==> config.mk <==
export PLATFORM = sky130hd
export DESIGN_NAME = microtile_bist_driver
export DESIGN_NICKNAME = d
export VERILOG_FILES = /design/src/rtl/microtile_bist_pkg.sv /design/src/rtl/microtile_misr.sv /design/src/rtl/microtile_bist_driver.sv
export SDC_FILE = /design/constraint.sdc
export NUM_CORES = 1
export LEC_CHECK = 0
export ABC_AREA = 1
export CAP_MARGIN = 25
export CORE_MARGIN = 10
export CORE_UTILIZATION = 50
export CTS_BUF_LIST = sky130_fd_sc_hd__clkbuf_2
export CTS_CLUSTER_DIAMETER = 200
export CTS_CLUSTER_SIZE = 16
export DETAILED_ROUTE_END_ITERATION = 16
export PLACE_DENSITY = 0.88
export SETUP_SLACK_MARGIN = 0.5
export SLEW_MARGIN = 20
export SYNTH_ARGS = -nofsm -noshare
export SYNTH_HDL_FRONTEND = slang
export SYNTH_HIERARCHICAL = 1
export SYNTH_SLANG_ARGS = --single-unit
==> constraint.sdc <==
create_clock -name clk -period 2 [get_ports clk]
set_clock_uncertainty 0.15 [all_clocks]
set_input_delay 0.5 -clock clk [delete_from_list [all_inputs] [get_ports clk]]
set_output_delay 0.5 -clock clk [all_outputs]
set_load 0.05 [all_outputs]
==> src/rtl/microtile_bist_pkg.sv <==
// microtile_bist_pkg: shared states, polynomial tap masks and constants for the microtile BIST driver.
package microtile_bist_pkg;
  typedef enum logic [1:0] {IDLE, SETTLE, SAMPLE, FINISH} state_t;
  localparam logic [7:0] LFSR_TAPS = 8'hB8;
  localparam int MISR_W = 16;
  localparam logic [MISR_W-1:0] MISR_TAPS = 16'hD008;
  localparam logic [7:0] IDLE_DRIVE = 8'h00;
endpackage

==> src/rtl/microtile_misr.sv <==
// microtile_misr: 16-bit multiple-input signature register folding an 8-bit response into its low byte.
module microtile_misr
  import microtile_bist_pkg::*;
(
  input  logic              clk,
  input  logic              rst_n,
  input  logic              clear,
  input  logic              en,
  input  logic [7:0]        din,
  output logic [MISR_W-1:0] sig
);
  always_ff @(posedge clk or negedge rst_n)
    if (!rst_n) sig <= '0;
    else if (clear) sig <= '0;
    else if (en) sig <= {sig[MISR_W-2:0], ^(sig & MISR_TAPS)} ^ {{(MISR_W-8){1'b0}}, din};
endmodule

==> src/rtl/microtile_bist_driver.sv <==
// microtile_bist_driver: LFSR stimulus into a microtile, MISR compaction of its response, golden compare.
module microtile_bist_driver
  import microtile_bist_pkg::*;
#(
  parameter int         NUM_VECTORS   = 256,
  parameter int         SETTLE_CYCLES = 2,
  parameter logic [7:0] SEED          = 8'h01
) (
  input  logic        clk,
  input  logic        rst_n,
  input  logic        start,
  input  logic [15:0] expected,
  output logic [7:0]  stim,
  input  logic [7:0]  resp,
  output logic        busy,
  output logic        done,
  output logic [15:0] signature,
  output logic        pass
);
  localparam logic [7:0] SEED_EFF = (SEED == 8'h00) ? 8'h01 : SEED;
  localparam int VW = $clog2(NUM_VECTORS + 1);
  localparam int SW = (SETTLE_CYCLES > 1) ? $clog2(SETTLE_CYCLES) : 1;
  state_t state, state_nxt;
  logic [VW-1:0] vec_cnt;
  logic [SW-1:0] set_cnt;
  logic settled, last, load;
  assign settled = set_cnt == SW'(SETTLE_CYCLES - 1);
  assign last    = vec_cnt == VW'(NUM_VECTORS - 1);
  assign load    = (state == IDLE) && start;
  assign busy    = (state == SETTLE) || (state == SAMPLE);
  assign done    = state == FINISH;
  always_ff @(posedge clk or negedge rst_n)
    if (!rst_n) state <= IDLE;
    else state <= state_nxt;
  always_comb begin
    state_nxt = state;
    case (state)
      IDLE:    state_nxt = start ? SETTLE : IDLE;
      SETTLE:  state_nxt = settled ? SAMPLE : SETTLE;
      SAMPLE:  state_nxt = last ? FINISH : SETTLE;
      default: state_nxt = IDLE;
    endcase
  end
  // stim doubles as the LFSR state; it is reseeded on every start
  always_ff @(posedge clk or negedge rst_n)
    if (!rst_n) begin
      stim    <= IDLE_DRIVE;
      vec_cnt <= '0;
      set_cnt <= '0;
      pass    <= 1'b0;
    end else if (load) begin
      stim    <= SEED_EFF;
      vec_cnt <= '0;
      set_cnt <= '0;
      pass    <= 1'b0;
    end else begin
      case (state)
        SETTLE: if (!settled) set_cnt <= set_cnt + 1'b1;
        SAMPLE: begin
          stim    <= {stim[6:0], ^(stim & LFSR_TAPS)};
          vec_cnt <= vec_cnt + 1'b1;
          set_cnt <= '0;
        end
        FINISH: begin
          pass <= signature == expected;
          stim <= IDLE_DRIVE;
        end
        default: ;
      endcase
    end
  microtile_misr u_misr (
    .clk  (clk),
    .rst_n(rst_n),
    .clear(load),
    .en   (state == SAMPLE),
    .din  (resp),
    .sig  (signature)
  );
endmodule

==> results of run 1 <==
==> what timing repair did <==
action | in CTS | in global routing
endpoints found under the setup margin | 59 | 63
hold endpoints to repair | 37 | 0
hold buffers | 1 | 0
pin swaps | 9 | 29
cloned | 1 | 0
buffers inserted | 40 | 12
gates resized for setup | 62 | 95
==> Yosys cell counts (2+ instances only) <==
library cell,number
sky130_fd_sc_hd__nor2_4,3
sky130_fd_sc_hd__inv_2,10
sky130_fd_sc_hd__a21oi_1,9
sky130_fd_sc_hd__xor2_1,5
sky130_fd_sc_hd__o21ai_0,11
sky130_fd_sc_hd__nand2_2,4
sky130_fd_sc_hd__o21ai_1,4
sky130_fd_sc_hd__ha_1,6
sky130_fd_sc_hd__nand2_1,67
sky130_fd_sc_hd__nand3_1,10
sky130_fd_sc_hd__o22ai_1,8
sky130_fd_sc_hd__dfrtp_1,37
sky130_fd_sc_hd__nor2_2,3
sky130_fd_sc_hd__nor3_1,2
sky130_fd_sc_hd__inv_1,37
sky130_fd_sc_hd__nor3_2,2
sky130_fd_sc_hd__nor2_1,24
sky130_fd_sc_hd__xnor2_1,11
==> power by group through the flow <==
stage               clock network, W  registers, W  logic [W]
floorplan                          0       0.00169   0.000502
global placement                   0       0.00119    0.00165
detailed placement                 0       0.00119    0.00169
CTS                         0.000346       0.00110    0.00220
global route                0.000407       0.00113    0.00277
finish                      0.000378       0.00112    0.00268
==> worst min-delay path by stage <==
stage / slack, ps / end / cells past startpoint
floorplan: 50 / pass$_DFFE_PN0P_ / 0
global placement: 350 / stim[2]$_DFFE_PN0P_ / 2
detailed placement: 340 / pass$_DFFE_PN0P_ / 2
CTS: 400 / pass$_DFFE_PN0P_ / 2
global route: 450 / pass$_DFFE_PN0P_ / 2
finish: 430 / pass$_DFFE_PN0P_ / 2
==> state kept, by name, indices dropped and copies added, names as in the netlist <==
register and flops:
pass 1, set_cnt 1, state 2, stim 8, u_misr/sig 16, vec_cnt 9
==> metrics by stage <==
step	setup WS (ps)	power, W	area [sq um]	cells	utilization, %
floorplan	442	0.00219	2070	262	-
global placement	109	0.00284	2730	369	68.2
CTS	24.8	0.00364	3310	419	82.8
finish	-44.9	0.00417	3730	431	93.4
global route	-67.8	0.00431	3730	431	93.4
detailed placement	50.9	0.00289	2730	369	68.2
==> critical path, cell delays in order, from the launching register on <==
cell                       delay [ps]
sky130_fd_sc_hd__dfrtp_2          480
sky130_fd_sc_hd__inv_4             60
sky130_fd_sc_hd__buf_4            130
sky130_fd_sc_hd__buf_6            100
sky130_fd_sc_hd__buf_6            100
sky130_fd_sc_hd__ha_4             170
sky130_fd_sc_hd__buf_6            140
sky130_fd_sc_hd__nor2_4           220
sky130_fd_sc_hd__clkinv_4         200
sky130_fd_sc_hd__o22ai_4          230
==> cell type report <==
cell class / instances / area [sq um] / area share (%)
Multi-Input combinational cell: 175 / 1320 / 35.3
Timing Repair Buffer: 112 / 1150 / 30.9
Sequential cell: 37 / 938 / 25.1
Inverter: 48 / 215 / 5.76
Tap cell: 50 / 62.6 / 1.68
Clock buffer: 5 / 25.0 / 0.670
Clock inverter: 3 / 17.5 / 0.469
Timing Repair inverter: 1 / 6.26 / 0.168
==> cell usage in the layout (no fill, tap or decap), types with 2 or more instances in the layout <==
master,n
sky130_fd_sc_hd__nand2_1,48
sky130_fd_sc_hd__nor2_2,3
sky130_fd_sc_hd__clkinv_4,3
sky130_fd_sc_hd__xor2_1,5
sky130_fd_sc_hd__inv_1,34
sky130_fd_sc_hd__nor3_2,2
sky130_fd_sc_hd__a21oi_2,7
sky130_fd_sc_hd__o21ai_0,3
sky130_fd_sc_hd__inv_4,6
sky130_fd_sc_hd__clkdlybuf4s50_1,25
sky130_fd_sc_hd__o22ai_4,5
sky130_fd_sc_hd__o21ai_2,7
sky130_fd_sc_hd__buf_6,29
sky130_fd_sc_hd__buf_8,2
sky130_fd_sc_hd__nand3_1,9
sky130_fd_sc_hd__ha_4,3
sky130_fd_sc_hd__dfrtp_2,10
sky130_fd_sc_hd__o21ai_1,5
sky130_fd_sc_hd__ha_1,2
sky130_fd_sc_hd__nand2_4,11
sky130_fd_sc_hd__clkbuf_2,5
sky130_fd_sc_hd__buf_4,44
sky130_fd_sc_hd__buf_12,10
sky130_fd_sc_hd__xnor2_1,11
sky130_fd_sc_hd__nor2_1,18
sky130_fd_sc_hd__nand2_2,11
sky130_fd_sc_hd__dfrtp_1,27
sky130_fd_sc_hd__nor2_4,9
sky130_fd_sc_hd__o22ai_2,4
sky130_fd_sc_hd__a21oi_1,2
sky130_fd_sc_hd__inv_2,5
==> metal layers <==
metal / track usage (%) / wire length (um) / vias up / share of wire (%)
met5: 0 / 0 / - / 0
met4: 5.02 / 643 / 0 / 6.6
met3: 5.70 / 950 / 63 / 9.7
met2: 35.0 / 4880 / 219 / 50
met1: 20.2 / 3300 / 1213 / 34
li1: - / - / 1052 / -
==> cells by family (layout without fill, tap and decap cells) <==
family / after synthesis / in the layout / share of synthesized area [%]
flops: 37 / 37 / 44.9
buf+inv: 50 / 169 / 9.53
xor+xnor: 16 / 16 / 6.80
fa+ha+maj: 6 / 6 / 3.64
compound gates: 36 / 36 / 10.3
simple gates: 117 / 117 / 24.8
==> results_dict.tcl, run 1 <==
set metrics [dict create \
    vias_in_the_first_global_route 2244 \
    drtPass1Iterations 5 \
    cts_max_level 2 \
    drive_above_1_share_pct 49.1 \
    number_of_antenna_violations_at_the_first_check_in_global_routing 0 \
    num_vias 2547 \
    max_cap_violations 0 \
    yosys.area.top_type_share_pct 44.9 \
    worstSetupEndpoint "u_misr/sig[12]$_DFFE_PN0P_" \
    timing.setup.tns_ps -172 \
    synth_edf_count 0 \
    holdWs_ps 428 \
    postRouteWirelength_um 9780 \
    dieHeight_um 84.2 \
    coreArea_sq_um 4000 \
    finalMaxSlewViolations 0 \
    floorplan.initialDensity_pct 51.5 \
    design.die.area_sq_um 7090 \
    failed_checks "setup timing" \
    worst_r2r_startpoint "state[0]$_DFF_PN0_" \
    power.share.combinational_pct 64.1 \
    max-slew-margin-rel_pct 67.9 \
    cts_sinks 37 \
    worstSetupStartpoint "state[0]$_DFF_PN0_" \
    setup-violations-final 6 \
    syn_area_per_cell_sq_um 7.87 \
    synth.yosys.warnings 6 \
    power_switching_w 0.00206 \
    worstPathRequired_ps 2220 \
    grtUsageTotal_pct 18.9 \
    power_switching_share_pct 49.2 \
    synth_seq_cells 37 \
    numCtsBuffers 5 \
    power.density_nw_per_um2 1120 \
    outcome "finished with violations" \
    fp-row-count 23 \
    synth_top_flop_cell "sky130_fd_sc_hd__dfrtp_1" \
    max_slew.worst_pin.slew_ps 481 \
    drt-vias-per-instance 5.91 \
    synthesis.nets 295 \
    yosys-top-cells-area "sky130_fd_sc_hd__dfrtp_1 (45%), sky130_fd_sc_hd__nand2_1 (12%), sky130_fd_sc_hd__inv_1 (6.7%)" \
    drc_markers 0 \
    drtAntennaViolNets 0 \
    worstSetupStartpointType "flip-flop" \
    cellLeakagePower_nw 1.80 \
    area.growth.synth_to_final_pct 81.1 \
    syn_area_sq_um 2060 \
    reg2reg_setup_slack_ps -40 \
    detail_route.wl_per_cell_um 22.7 \
    synth_cells 262 \
    grt_pass1_wl_um 11100 \
    post-route-worst-setup-slack_ps -44.9 \
    power_report.internal_total_w 0.00212 \
    chipWidth_um 84.2 \
    clock-root-buffer "sky130_fd_sc_hd__clkbuf_2" \
    clkLatencyLatePin_ps 440 \
    hold_path_class "reg2reg" \
    seq_power_share_pct 26.8 \
    rsz0062_at_grt "yes" \
    grt_start_max_net_pins 38 \
    clkSlewWorstSetupHoldPaths_ps 230 \
    fmaxAchievable_ghz 0.489 \
    place.gp.congestion 0.776 \
    endpoint_kind "flip-flop" \
    synth_seq_area_share_pct 44.9 \
    setup.worst_path.class "reg2reg" \
    hpwlAfterDp_um 3990 \
    period_minus_slack_ps 2040 \
    drt_first_iter_violations 250 \
    hold_path_startpoint "pass$_DFFE_PN0P_" \
    design.final.nets 413 \
    cp.arrival_ps 2270 \
    buffer_ports.inserted 53 \
    cts_tree "done" \
    clkPwrFrac_pct 9.1 \
    irDropWorstVdd_mv 1.42 \
    num_antenna_cells 0 \
    design.portCount 54 \
    path_max_fanout 9 \
    max-clock-path-buffers 2 \
    post_synth_num_cell_types 27 \
    synthDominantAreaCellType "sky130_fd_sc_hd__dfrtp_1" \
    r2r_end "u_misr/sig[12]$_DFFE_PN0P_" \
    final-hold-violation-count 0 \
    fraction_of_registers_with_async_set_or_reset_after_synthesis_pct 100 \
    final_min_period_over_clock_period_pct 102 \
    r2r_cells 9 \
    fillerInstances 121 \
    grt.overflow.total 0 \
]
Note: power is estimated with default switching activity, not from simulation.
==> run 2: changes to the inputs <==
Settings changed: MAX_ROUTING_LAYER from default to met4.
==> run 2 against run 1 <==
The flow still finishes with violations (setup timing). Sequential share of layout area did not move. Register-to-register slack hardly changed. Sequential power hardly changed. Total power hardly changed. Combinational power about the same. Critical endpoint unchanged. Worst hold slack improved by 2.4 ps. Setup slack improved by 9.2 ps. Highest routed layer unchanged. Critical path type unchanged. First-iteration DRC count is 14% lower. Non-clock buffer count is the same. Clock-buffer cell count unchanged.
==> results_dict.tcl, run 2 (synthesized netlist as in run 1, its figures left out) <==
set metrics [dict create \
    critPathSlowestCell "sky130_fd_sc_hd__dfrtp_2" \
    path_max_fanout 9 \
    min_path_cells 2 \
    clkLatencyLatePin_ps 430 \
    drtPass1Iterations 7 \
    hold_path_startpoint "pass$_DFFE_PN0P_" \
    period_minus_slack_ps 2040 \
    drtAntennaViolNets 0 \
    final_min_period_over_clock_period_pct 102 \
    hold_path_class "reg2reg" \
    fp-row-count 23 \
    critical_path.n_buffers_inverters 6 \
    cp.arrival_ps 2250 \
    floorplan.initialDensity_pct 51.5 \
    r2r_cells 9 \
    buffer_ports.inserted 53 \
    leading_cell_type_in_the_layout_fill_and_taps_excluded "sky130_fd_sc_hd__nand2_1" \
    grtUsageTotal_pct 19.5 \
    post_layout_cell_count 431 \
    drc_markers 0 \
    vias_in_the_first_global_route 2245 \
    path_common_cell "sky130_fd_sc_hd__buf_6" \
    design.die.area_sq_um 7090 \
    worst_r2r_startpoint "state[0]$_DFF_PN0_" \
    clkSlewWorstSetupHoldPaths_ps 230 \
    r2r_end "u_misr/sig[12]$_DFFE_PN0P_" \
    coreArea_sq_um 4000 \
    max_slew.worst_pin.slew_ps 491 \
    setup-violations-final 6 \
    crit_family "buffers and inverters" \
    grt.overflow.total 0 \
    dieHeight_um 84.2 \
    reg2reg_setup_slack_ps -40 \
    commonest_cells_after_routing_fill_and_taps_aside "sky130_fd_sc_hd__nand2_1 (48), sky130_fd_sc_hd__buf_4 (44), sky130_fd_sc_hd__inv_1 (34), sky130_fd_sc_hd__buf_6 (29), sky130_fd_sc_hd__dfrtp_1 (27)" \
    max-slew-margin-rel_pct 67.3 \
    area.growth.synth_to_final_pct 81.1 \
    cts_sinks 37 \
    worstSetupStartpointType "flip-flop" \
    drt-vias-per-instance 6.02 \
    design.portCount 54 \
    failed_checks "setup timing" \
    cts_tree "done" \
    largest_register_ff_count 16 \
    irDropWorstVdd_mv 1.41 \
    numCtsBuffers 5 \
    finalMaxSlewViolations 0 \
    worstSetupStartpoint "state[0]$_DFF_PN0_" \
    chipWidth_um 84.2 \
    number_of_antenna_violations_at_the_first_check_in_global_routing 0 \
    design.final.nets 413 \
    critPathMaxStageDelay_ps 480 \
    rsz0062_at_grt "yes" \
    num_vias 2596 \
    final-hold-violation-count 0 \
    drt_first_iter_violations 216 \
    place.gp.congestion 0.786 \
    worst_hold_end "pass$_DFFE_PN0P_" \
    clock-root-buffer "sky130_fd_sc_hd__clkbuf_2" \
    outcome "finished with violations" \
    cellLeakagePower_nw 1.80 \
    endpoint_kind "flip-flop" \
    power.density_nw_per_um2 1120 \
    cp_cell_sequence "inv_4 -> buf_4 -> buf_6 -> buf_6 -> ha_4 -> buf_6 -> nor2_4 -> clkinv_4 -> o22ai_4" \
    max-clock-path-buffers 2 \
    grt_pass1_wl_um 11100 \
    power_w 0.00417 \
    setup.worst_path.class "reg2reg" \
    dpl_worst_slack_ps 50.9 \
    fmaxAchievable_ghz 0.491 \
    max_cap_violations 0 \
    detail_route.wl_per_cell_um 22.8 \
    num_antenna_cells 0 \
    postRouteWirelength_um 9810 \
    hpwlAfterDp_um 3990 \
    worstPathRequired_ps 2210 \
    max_flop_register "u_misr/sig" \
    layout_top_registers "u_misr/sig: 16 flops, vec_cnt: 9 flops, stim: 8 flops" \
    cts_max_level 2 \
    post-route-worst-setup-slack_ps -35.7 \
    drive_above_1_share_pct 49.1 \
    dpl.cell_count 369 \
    grt_start_max_net_pins 38 \
]
==> run 2: cell counts in the layout (fill, tap and decap cells not counted) <==
Identical to the previous run, type by type.
==> run 2: repair_timing <==
action	CTS	global route
hold buffers	1	0
setup endpoints to repair	59	63
gates cloned	1	0
pin swaps	9	29
hold endpoints to repair	37	0
buffers inserted	40	12
resized for setup	62	95
==> run 2: metrics by stage <==
stage	hold WS (ps)	TNS [ps]	utilization, %	area (sq um)
floorplan	54.4	0	-	2070
global placement	348	0	68.2	2730
detailed placement	338	0	68.2	2730
CTS	396	0	82.8	3310
global route	445	-422	93.4	3730
finish	430	-97.5	93.4	3730
==> run 2: where the power goes <==
| part | internal [W] | leakage, nW | switching, W |
|---|---|---|---|
| registers | 0.000921 | 0.419 | 0.000201 |
| clock network | 0.0000825 | 0.0304 | 0.000295 |
| logic | 0.00112 | 1.35 | 0.00156 |
| total | 0.00212 | 1.80 | 0.00206 |
==> run 2: worst max-delay path by stage <==
stage	endpoint	slack (ps)	cells after the start
after global routing	busy	-80	3
after detailed placement	u_misr/sig[8]$_DFFE_PN0P_	50	6
after floorplan	u_misr/sig[15]$_DFFE_PN0P_	440	7
final	u_misr/sig[12]$_DFFE_PN0P_	-40	9
after CTS	done	20	2
after global placement	stim[7]$_DFFE_PN0P_	110	7
==> run 2: metal layers <==
layer	part of all wire [%]	GRT usage, %	up-vias	wire, um
li1	-	-	1054	-
met1	35	21.2	1223	3430
met2	50	35.0	243	4880
met3	8.6	3.96	76	841
met4	6.7	5.02	0	653
met5	0	-	-	0
==> run 2: final cells by class <==
| class | count | area [sq um] |
|---|---|---|
| clock buffer | 5 | 25.0 |
| inverter | 48 | 215 |
| clock inverter | 3 | 17.5 |
| sequential | 37 | 938 |
| timing repair inverter | 1 | 6.26 |
| fill | 121 | 265 |
| multi-input combinational | 175 | 1320 |
| tap | 50 | 62.6 |
| timing repair buffer | 112 | 1150 |
==> run 2: tightest hold or removal path: stages (launching register included) <==
cell and delay, ps:
sky130_fd_sc_hd__dfrtp_1 430, sky130_fd_sc_hd__nand2_1 80, sky130_fd_sc_hd__nand2_1 60
